===== config.mk =====
export PLATFORM = sky130hd
export DESIGN_NAME = reg_dest_scoreboard
export DESIGN_NICKNAME = d
export VERILOG_FILES = /design/src/rtl/reg_dest_scoreboard.sv
export SDC_FILE = /design/constraint.sdc
export NUM_CORES = 1
export LEC_CHECK = 0
export ABC_AREA = 1
export CORE_AREA = 2 2 108 110
export DETAILED_ROUTE_END_ITERATION = 6
export DIE_AREA = 0 0 110 112
export GPL_TIMING_DRIVEN = 1
export MAX_ROUTING_LAYER = met4
export PLACE_DENSITY = 0.81
export SYNTH_ARGS = -nofsm -noshare
export SYNTH_HDL_FRONTEND = slang
export SYNTH_SLANG_ARGS = --single-unit

===== constraint.sdc =====
create_clock -name clk -period 2.75 [get_ports clk]
set_clock_uncertainty 0.2 [all_clocks]
set_input_delay 0.55 -clock clk [delete_from_list [all_inputs] [get_ports clk]]
set_output_delay 0.55 -clock clk [all_outputs]
set_load 0.02 [all_outputs]

===== src/rtl/reg_dest_scoreboard.sv =====
// reg_dest_scoreboard
//   Per-register in-flight write counters for the D-stage hazard logic.
//   Issued destination addresses increment a counter, write-backs decrement it,
//   and source-operand queries report busy when the counter is nonzero.
//   Register 0 is never tracked.
// Ports
//   clk, reset_n               clock, asynchronous active-low reset
//   ISSUE_VALID/ADDR/READY     issue handshake; READY low when the target counter is full
//   RETIRE_VALID/ADDR          write-back completion
//   FLUSH                      synchronous clear of all counters
//   RS_ADDR/RT_ADDR            source register queries
//   RS_BUSY/RT_BUSY/STALL      query results (from registered state only)
//   BUSY_VEC                   bit i set when register i has a write in flight
//   ERR_UNDERFLOW              sticky: retire seen on a zero counter
module reg_dest_scoreboard #(
   parameter int AW    = 5,
   parameter int CNT_W = 2
) (
   input  logic                clk,
   input  logic                reset_n,
   input  logic                ISSUE_VALID,
   input  logic [AW-1:0]       ISSUE_ADDR,
   output logic                ISSUE_READY,
   input  logic                RETIRE_VALID,
   input  logic [AW-1:0]       RETIRE_ADDR,
   input  logic                FLUSH,
   input  logic [AW-1:0]       RS_ADDR,
   input  logic [AW-1:0]       RT_ADDR,
   output logic                RS_BUSY,
   output logic                RT_BUSY,
   output logic                STALL,
   output logic [(2**AW)-1:0]  BUSY_VEC,
   output logic                ERR_UNDERFLOW
);

   localparam int unsigned NREG = 2**AW;
   localparam logic [CNT_W-1:0] CMAX = '1;

   logic [CNT_W-1:0] cnt     [NREG];
   logic [CNT_W-1:0] cnt_nxt [NREG];
   logic             same_addr;
   logic             accept;
   logic             underflow;

   assign same_addr = RETIRE_VALID && (RETIRE_ADDR == ISSUE_ADDR);

   // A same-cycle retire to the saturated register frees the slot the issue needs.
   always_comb begin
      ISSUE_READY = 1'b1;
      if ((ISSUE_ADDR != '0) && (cnt[ISSUE_ADDR] == CMAX) && !same_addr)
         ISSUE_READY = 1'b0;
   end

   assign accept = ISSUE_VALID && ISSUE_READY;

   // Underflow only when the retire is not cancelled by a matching accepted issue.
   assign underflow = !FLUSH && RETIRE_VALID && (RETIRE_ADDR != '0) &&
                      (cnt[RETIRE_ADDR] == '0) &&
                      !(accept && (ISSUE_ADDR == RETIRE_ADDR));

   always_comb begin
      for (int unsigned i = 0; i < NREG; i++) begin
         logic inc;
         logic dec;
         cnt_nxt[i] = cnt[i];
         inc = accept && (ISSUE_ADDR == AW'(i));
         dec = RETIRE_VALID && (RETIRE_ADDR == AW'(i));
         if (i == 0 || FLUSH)
            cnt_nxt[i] = '0;
         else if (inc && !dec)
            cnt_nxt[i] = cnt[i] + CNT_W'(1);
         else if (dec && !inc && (cnt[i] != '0))
            cnt_nxt[i] = cnt[i] - CNT_W'(1);
      end
   end

   always_ff @(posedge clk or negedge reset_n) begin
      if (!reset_n) begin
         for (int unsigned i = 0; i < NREG; i++)
            cnt[i] <= '0;
         ERR_UNDERFLOW <= 1'b0;
      end else begin
         for (int unsigned i = 0; i < NREG; i++)
            cnt[i] <= cnt_nxt[i];
         if (underflow)
            ERR_UNDERFLOW <= 1'b1;
      end
   end

   always_comb begin
      BUSY_VEC = '0;
      for (int unsigned i = 1; i < NREG; i++)
         BUSY_VEC[i] = (cnt[i] != '0);
   end

   assign RS_BUSY = BUSY_VEC[RS_ADDR];
   assign RT_BUSY = BUSY_VEC[RT_ADDR];
   assign STALL   = RS_BUSY | RT_BUSY;

endmodule


# Word-level counts from Yosys, hierarchy flattened
# Index checks and enable logic that the tools add are counted.
[classes]
n_addsub = 62
order_cmp = 4
n_eq_ne = 65
mux = 104
n_bitwise = 3
reduce_logical = 294
[op_table]
columns = ["operator", "count"]
rows = [
  ["2-bit two-way mux", 97],
  ["1-bit logical AND", 164],
  ["5-bit == test, second input constant", 32],
  ["3-bit nonzero test", 31],
  ["5-bit by 4-bit == test with 1-bit output, second input constant", 16],
  ["1-bit zero test", 65],
  ["2-bit by 1-bit adder with 2-bit output, second input constant", 31],
  ["2-bit nonzero test", 31],
  ["2-bit by 1-bit subtractor with 2-bit output, second input constant", 31],
  ["5-bit by 3-bit == test with 1-bit output, second input constant", 8],
  ["2-bit binary-select mux with 5-bit select", 2],
  ["5-bit by 2-bit == test with 1-bit output, second input constant", 4],
  ["6-bit greater-or-equal comparator, second input constant", 2],
  ["5-bit by 6-bit < comparator with 1-bit output, second input constant", 2],
  ["5-bit inverter with 6-bit output", 2],
  ["1-bit binary-select mux with 5-bit select", 2],
  ["5-bit by 1-bit == test with 1-bit output, second input constant", 2],
  ["5-bit == test", 2],
  ["5-bit nonzero test", 2],
  ["1-bit two-way mux", 3],
  ["2-bit == test, second input constant", 1],
  ["2-bit zero test", 1],
  ["1-bit bitwise OR", 1],
]
[word_totals]
reg_bits = 63
input_bits = 25
out_inout_bits = 37
word_cells = 564

# Logic depth before layout (Yosys ltp)
# Gate-level depths: netlist of the first run.
[depth]
ltp_word = 16
depth_mapped = 22

# Worst setup path after synthesis of the first run
# Ideal clock, no wire load.
[synth_path]
path_kind = "in2out"
startpoint = "input RS_ADDR[1]"
endpoint = "output STALL"
arrival_time_ns = 2.126
t_required_ns = 2.000
path_slack_ns = -0.126
stages = 9
n_path_buf = 1
path_cell_list = "clkbuf_1 -> nor2_1 -> a21oi_1 -> a31oi_1 -> nand2_1 -> nand2_1 -> nor2_1 -> a31oi_1 -> or2_1"
[synth_via]
elab_chain_cells = 3
[synth_lines]
columns = ["item", "line", "source"]
rows = [
  ["start, declared", "27", "input logic [AW-1:0] RS_ADDR,"],
  ["1-bit binary-select mux with 5-bit select", "96", "assign RS_BUSY = BUSY_VEC[RS_ADDR];"],
  ["1-bit two-way mux (not written as such)", "96", ""],
  ["named net RS_BUSY", "29", "output logic RS_BUSY,"],
  ["1-bit bitwise OR", "98", "assign STALL = RS_BUSY | RT_BUSY;"],
  ["end, declared", "31", "output logic STALL,"],
]
# The timed path passes the listed nets, and every way through them passes these cells. The select of a mux whose other input is x is not followed.

# Final worst setup path of the first run
[layout_path]
startpoint = "register cnt[54] (netlist bit)"
endpoint = "output STALL"
[layout_via]
elab_chain_cells = 4
elab_cells_between_ends = 6
classes_between = "mux: 4; bitwise: 1; reduce/logical: 1"
[layout_lines]
columns = ["item", "line", "source"]
rows = [
  ["start, declared", "39", "logic [CNT_W-1:0] cnt [NREG];"],
  ["start signal, assigned by index", "84", "cnt[i] <= cnt_nxt[i];"],
  ["2-bit nonzero test *", "93", "BUSY_VEC[i] = (cnt[i] != '0);"],
  ["1-bit binary-select mux with 5-bit select (on tied branches)", "96, 97", ""],
  ["1-bit two-way mux (on tied branches)", "96, 97", ""],
  ["1-bit bitwise OR *", "98", ""],
]
# Every way passes the cells marked *; elsewhere a longest branch is shown, timed or not. The select of a mux whose other input is x is not followed.

==> impl_metrics.json, run 1 <==
{
  "layoutNonFillerInstCount": 1528,
  "startpoint_type": "flip-flop",
  "clk_pin_slew_ns": 0.06,
  "routedWlPerCell_um": 17.7,
  "die_area_um2": 12300,
  "area_growth_pct": 41.0,
  "cellLeakagePower_nw": 4.76,
  "synth_top_area_cell": "dfrtp_1",
  "drcViolationCount": 1,
  "cts.root.buffer_cell": "clkbuf_16",
  "path_cells": "nor2_1 -> inv_1 -> nand2_1 -> a31oi_1 -> nand2_1 -> nand2_1 -> nor2_2 -> a31oi_2 -> or2_1 -> buf_6",
  "diodes": 0,
  "reg2reg_from": "cnt[16]",
  "slowest_delay_ns": 0.38,
  "portBuffers": 60,
  "cts_tree": "yes",
  "slew_headroom": 0.559,
  "grt_pass1_wl_mm": 41.4,
  "grt_overflow": 0,
  "fin_crit_ns": 2.79,
  "reg2regPathDepth": 18,
  "critPathCaptureType": "output pin",
  "cp_data_arrival_time_ns": 2.04,
  "multiInputGateArea_um2": 4300,
  "initial_core_util": 0.579,
  "run_status": "complete, but fails checks",
  "tightest_slew_ns": 0.661,
  "cts_hold_buf": 0,
  "first_pass_iters": 7,
  "insertion_delay_ns": 0.36,
  "min_path_type": "input port to asynchronous set/reset pin",
  "path_delay_family": "simple AND/OR/NAND/NOR gates",
  "yosysMostFrequentCell": "nand2_1",
  "drive_above_1_share": 0.229,
  "grt_max_degree": 47,
  "htree_levels": 3,
  "grt_usage": 0.453,
  "syn_area_um2": 6470,
  "ff2ff_setup_slack_ns": 0.28,
  "p_per_area_nw_per_um2": 541,
  "fmax_mhz": 359,
  "yosysUniqueCellTypes": 38,
  "fin_util": 0.817,
  "rows": 39,
  "reg2reg_to": "cnt[56]",
  "synth_top_cell_area_share": 0.244,
  "synthTopCellsByArea": "dfrtp_1 24%, nand2_1 23%, nor2_1 10%, nand3_1 9.1%, inv_1 6.4%",
  "path_buf_inv": 2,
  "syn-instance-count": 1150,
  "dp_hpwl_mm": 19.2,
  "viasPerCell": 5.94,
  "place_inst": 1503,
  "fillCellCount": 848,
  "cap_violations": 0,
  "ios": 62,
  "timing.final.crit_share": 1.01,
  "syn_avg_cell_area_um2": 5.63,
  "yosysSeqAreaShare": 0.244,
  "hold_violations": 0,
  "crit_slowest_cell": "dfrtp_1",
  "irDropWorstVdd_mv": 0.467,
  "coreArea_um2": 11200,
  "antenna_left": 0,
  "worst_slack_ns": -0.0355,
  "ys_top_cells_by_count": "399 x nand2_1, 178 x nor2_1, 118 x nand3_1",
  "cp-endpoint": "STALL",
  "cp_max_fo": 4,
  "vias": 9073,
  "async_flop_share": 1.00,
  "worstPathRequired_ns": 2.00,
  "initialDrtViolationCount": 1174,
  "cts_num_sinks": 63,
  "dieHeight_um": 112,
  "ys.flop_type": "dfrtp_1",
  "numCtsBuffers": 9,
  "die_width_um": 110,
  "finalMaxSlewViolations": 0,
  "ys_warn_count": 0,
  "nNetsFinal": 1405,
  "ys_ff_latch": 63,
  "critPathMostFrequentCell": "nand2_1",
  "place_congestion": 1.03,
  "finalSetupViolations": 2,
  "crit_cells": 10,
  "synth_edf_count": 0,
  "first_global_vias": 8368,
  "regArea_um2": 1580,
  "synth_nets": 1175,
  "antenna_found_initial": 0,
  "rsz0062_at_grt": "yes",
  "path_class": "flip-flop to output pin",
  "cts_buffer_depth": 2,
  "violations": "DRC, setup timing",
  "drt_wl_total_mm": 27.0,
  "worstSetupStartpoint": "cnt[54]"
}
-- how the worst min path moves through the flow --
stage                    end  depth (start not counted)     startpoint  slack [ns]
3_5_place_dp   ERR_UNDERFLOW                          2  ERR_UNDERFLOW        0.28
3_3_place_gp   ERR_UNDERFLOW                          2  ERR_UNDERFLOW        0.26
2_1_floorplan  ERR_UNDERFLOW                          0        reset_n        0.05
6_report             cnt[26]                          1        reset_n        0.03
4_1_cts              cnt[26]                          1        reset_n        0.04
5_1_grt              cnt[26]                          1        reset_n        0.06
-- per-stage QoR --
stage	TNS, ns	hold slack [ns]	cell area, um^2	power, mW	setup slack (ns)
global placement	-38.38	0.257	8530	3.47	-0.743
finish	-0.0533	0.0269	9130	4.94	-0.0355
floorplan	0	0.0544	6480	2.30	0.00356
CTS	-0.0869	0.0435	8890	4.77	-0.0869
global route	-0.127	0.0635	9130	5.16	-0.127
detailed placement	-41.28	0.284	8530	3.52	-0.800
-- placed cells by master (no fill, tap or decap), types with 11 or more instances in the layout --
cell | netlist | layout
nor2_1 | 178 | 167
nand3_1 | 118 | 115
nand2_1 | 399 | 397
clkdlybuf4s50_1 | 0 | 43
dfrtp_1 | 63 | 63
nor3_1 | 25 | 25
o21ai_1 | 8 | 19
o21ai_0 | 30 | 17
buf_4 | 2 | 187
nand2_2 | 28 | 30
inv_2 | 10 | 18
inv_1 | 111 | 102
a21oi_1 | 17 | 15
o22ai_1 | 13 | 13
nand4_1 | 59 | 59
nand3_2 | 8 | 11
-- power by group --
group	switching (mW)	internal, mW	total (mW)
sequential	0.0910	1.07	1.17
clock	0.464	0.792	1.26
combinational	1.44	1.08	2.52
total	1.99	2.95	4.94
-- worst reg2reg max path, stage by stage, from the launching register on --
cell	delay, ns
dfrtp_1	0.39
buf_4	0.15
nand2_1	0.06
nand2_1	0.13
nand2_1	0.09
nand2_1	0.07
nand2_1	0.06
nand2_1	0.05
inv_1	0.05
nand2_1	0.04
nand3_1	0.09
nand2_2	0.08
nand2_4	0.11
buf_16	0.24
nand3_1	0.16
nand2_1	0.11
nand3_1	0.11
nand2_1	0.08
o21ai_0	0.08
-- state kept, by name (all words and copies together) (netlist names) --
signal	count
cnt	62
ERR_UNDERFLOW	1
-- layout make-up --
class	count	area share
repair buffers	264	0.252
well taps	143	0.0196
inverters	123	0.0514
flip-flops and latches	63	0.173
multi-input cells	919	0.471
clock buffers	12	0.0259
clock inverters	4	0.00768
-- metal layers --
metal	up-vias	wire length, um	GRT usage
li1	4199	-	-
met1	4033	9640	0.536
met2	637	11700	0.679
met3	204	3390	0.105
met4	0	2330	0.300
met5	-	0	-
-- cells by family after synthesis --
group	after synthesis	share of synthesized area
simple gates	822	0.552
flops	63	0.244
xor+xnor	2	0.00271
compound gates	94	0.0893
other cells	1	0.000579
buf+inv	168	0.112
-- repair_timing --
item,CTS,global route
endpoints found under the hold margin,0,0
gates cloned,1,1
gates resized for setup,43,70
setup buffers,1,6
setup endpoints to repair,66,66
pin swaps,3,20
Note: power is estimated with default switching activity, not from simulation.
==> inputs of run 2 (changes only) <==
--- a/config.mk
+++ b/config.mk
@@ -6,6 +6,7 @@
 export NUM_CORES = 1
 export LEC_CHECK = 0
 export ABC_AREA = 1
+export CAP_MARGIN = 10
 export CORE_AREA = 2 2 108 110
 export DETAILED_ROUTE_END_ITERATION = 6
 export DIE_AREA = 0 0 110 112
==> results of run 2 <==
Final layout, timing and power as in run 1 (identical DEF).
==> inputs of run 3 (changes only) <==
--- a/config.mk
+++ b/config.mk
@@ -13,6 +13,7 @@
 export GPL_TIMING_DRIVEN = 1
 export MAX_ROUTING_LAYER = met4
 export PLACE_DENSITY = 0.81
+export SKIP_LAST_GASP = 1
 export SYNTH_ARGS = -nofsm -noshare
 export SYNTH_HDL_FRONTEND = slang
 export SYNTH_SLANG_ARGS = --single-unit
==> run 3 against run 2 <==
Against the previous run: the flow still finishes with violations (DRC, setup timing); sequential cell count unchanged; non-clock buffer count stayed put; total power is 0.10% higher; first-iteration DRC count unchanged; critical path type unchanged; largest power group unchanged.
==> impl_metrics.json, run 3 (same netlist as run 1, synthesis figures left out) <==
{
  "run_status": "complete, but fails checks",
  "violations": "DRC, setup timing",
  "worstPathRequired_ns": 2.00,
  "cts_tree": "yes",
  "p_int_mw": 2.95,
  "grt_max_degree": 47,
  "reg2reg_to": "cnt[30]",
  "htree_levels": 3,
  "reg2regPathDepth": 19,
  "drcViolationCount": 1,
  "timing.final.crit_share": 1.01,
  "place_inst": 1503,
  "finalMaxSlewViolations": 0,
  "holdWs_ns": 0.0265,
  "cp_data_arrival_time_ns": 2.04,
  "cts_num_sinks": 63,
  "die_area_um2": 12300,
  "clk_pin_slew_ns": 0.06,
  "routedWlPerCell_um": 17.7,
  "rows": 39,
  "drt_wl_total_mm": 27.0,
  "mostFrequentLayoutCell": "nand2_1",
  "antenna_found_initial": 0,
  "drive_above_1_share": 0.229,
  "p_total_mw": 4.94,
  "swShare": 0.404,
  "finalSetupViolations": 2,
  "insertion_delay_ns": 0.35,
  "fin_util": 0.817,
  "largest_register_ffs": 62,
  "reg_top3": "cnt x62, ERR_UNDERFLOW x1",
  "first_pass_iters": 7,
  "path_class": "flip-flop to output pin",
  "final_design_area_no_fill_um2": 9130,
  "power_switching_mw": 2.00,
  "ff2ff_setup_slack_ns": 0.27,
  "cp_max_fo": 3,
  "fmax_mhz": 359,
  "grt_usage": 0.453,
  "portBuffers": 60,
  "startpoint_type": "flip-flop",
  "tightest_slew_ns": 0.657,
  "die_width_um": 110,
  "nNetsFinal": 1405,
  "critPathCaptureType": "output pin",
  "irDropWorstVdd_mv": 0.466,
  "comb_power_share": 0.510,
  "cts_buffer_depth": 2,
  "min_path_type": "input port to asynchronous set/reset pin",
  "numCtsBuffers": 9,
  "cts_hold_buf": 0,
  "rsz0062_at_grt": "yes",
  "placed_cell_area_um2": 8530,
  "place_congestion": 1.03,
  "area_growth_pct": 41.0,
  "p_per_area_nw_per_um2": 542,
  "slew_headroom": 0.562,
  "reg2reg_from": "cnt[42]",
  "first_global_vias": 8368,
  "vias": 9091,
  "grt_overflow": 0,
  "worst_slack_ns": -0.0357,
  "cap_violations": 0,
  "cellLeakagePower_nw": 4.76,
  "grt_pass1_wl_mm": 41.4,
  "antenna_left": 0,
  "ios": 62,
  "initial_core_util": 0.579,
  "initialDrtViolationCount": 1174,
  "dp_hpwl_mm": 19.2,
  "regMostFlops": "cnt",
  "pwr-share-clk": 0.254,
  "final_cell_mix": "397 x nand2_1, 187 x buf_4, 167 x nor2_1",
  "fin_crit_ns": 2.79,
  "diodes": 0,
  "viasPerCell": 5.95,
  "cts.root.buffer_cell": "clkbuf_16",
  "pwr-share-seq": 0.236,
  "hold_violations": 0,
  "layoutNonFillerInstCount": 1528,
  "coreArea_um2": 11200,
  "dieHeight_um": 112
}
## run 3: cell counts in the layout (fill, tap and decap cells not counted)
No cell type changed its count.
## run 3: routing by layer
layer	wire (um)	GRT usage
met4	2350	0.300
met2	11600	0.679
met3	3390	0.105
met5	0	-
met1	9630	0.536
## run 3: layout make-up
| type | count | area, um^2 |
|---|---|---|
| multi-input combinational | 919 | 4300 |
| inverter | 123 | 469 |
| sequential | 63 | 1580 |
| clock inverter | 4 | 70.1 |
| tap | 143 | 179 |
| fill | 848 | 2050 |
| clock buffer | 12 | 236 |
| timing repair buffer | 264 | 2300 |
## run 3: metrics by stage
step           setup TNS, ns  worst slack, ns
5_1_grt               -0.127           -0.127
2_1_floorplan              0          0.00356
6_report             -0.0473          -0.0357
3_3_place_gp          -38.38           -0.743
3_5_place_dp          -41.28           -0.800
4_1_cts              -0.0869          -0.0869
## run 3: how the worst max path moves through the flow
stage          startpoint  endpoint  slack (ns)  cells after the start
2_1_floorplan  RS_ADDR[1]     STALL       0.004                      7
4_1_cts        RS_ADDR[2]     STALL       -0.09                     10
6_report          cnt[40]     STALL       -0.04                     10
3_5_place_dp   RS_ADDR[0]     STALL       -0.80                      8
5_1_grt           cnt[55]     STALL       -0.13                     10
3_3_place_gp   RS_ADDR[1]     STALL       -0.74                     10
## run 3: what timing repair did
item                       4_1_cts  5_1_grt
setup endpoints to repair       66       66
setup buffers                    1        6
pin swaps                        3       20
gates cloned                     1        1
resized for setup               43       70
## run 3: power groups by stage
stage | Combinational (mW) | Sequential [mW] | Clock, mW
3_5_place_dp | 2.35 | 1.17 | 0
4_1_cts | 2.37 | 1.16 | 1.25
5_1_grt | 2.69 | 1.18 | 1.28
2_1_floorplan | 1.08 | 1.22 | 0
3_3_place_gp | 2.31 | 1.16 | 0
6_report | 2.52 | 1.17 | 1.26
## run 3: worst max-delay path, cell delays in order (launching register included)
cell,delay (ns)
dfrtp_1,0.41
nor2_4,0.15
inv_2,0.08
o211ai_1,0.21
nand3_1,0.10
nand3_1,0.10
nand2_1,0.07
nor2_2,0.09
a31oi_2,0.06
or2_1,0.26
buf_6,0.13
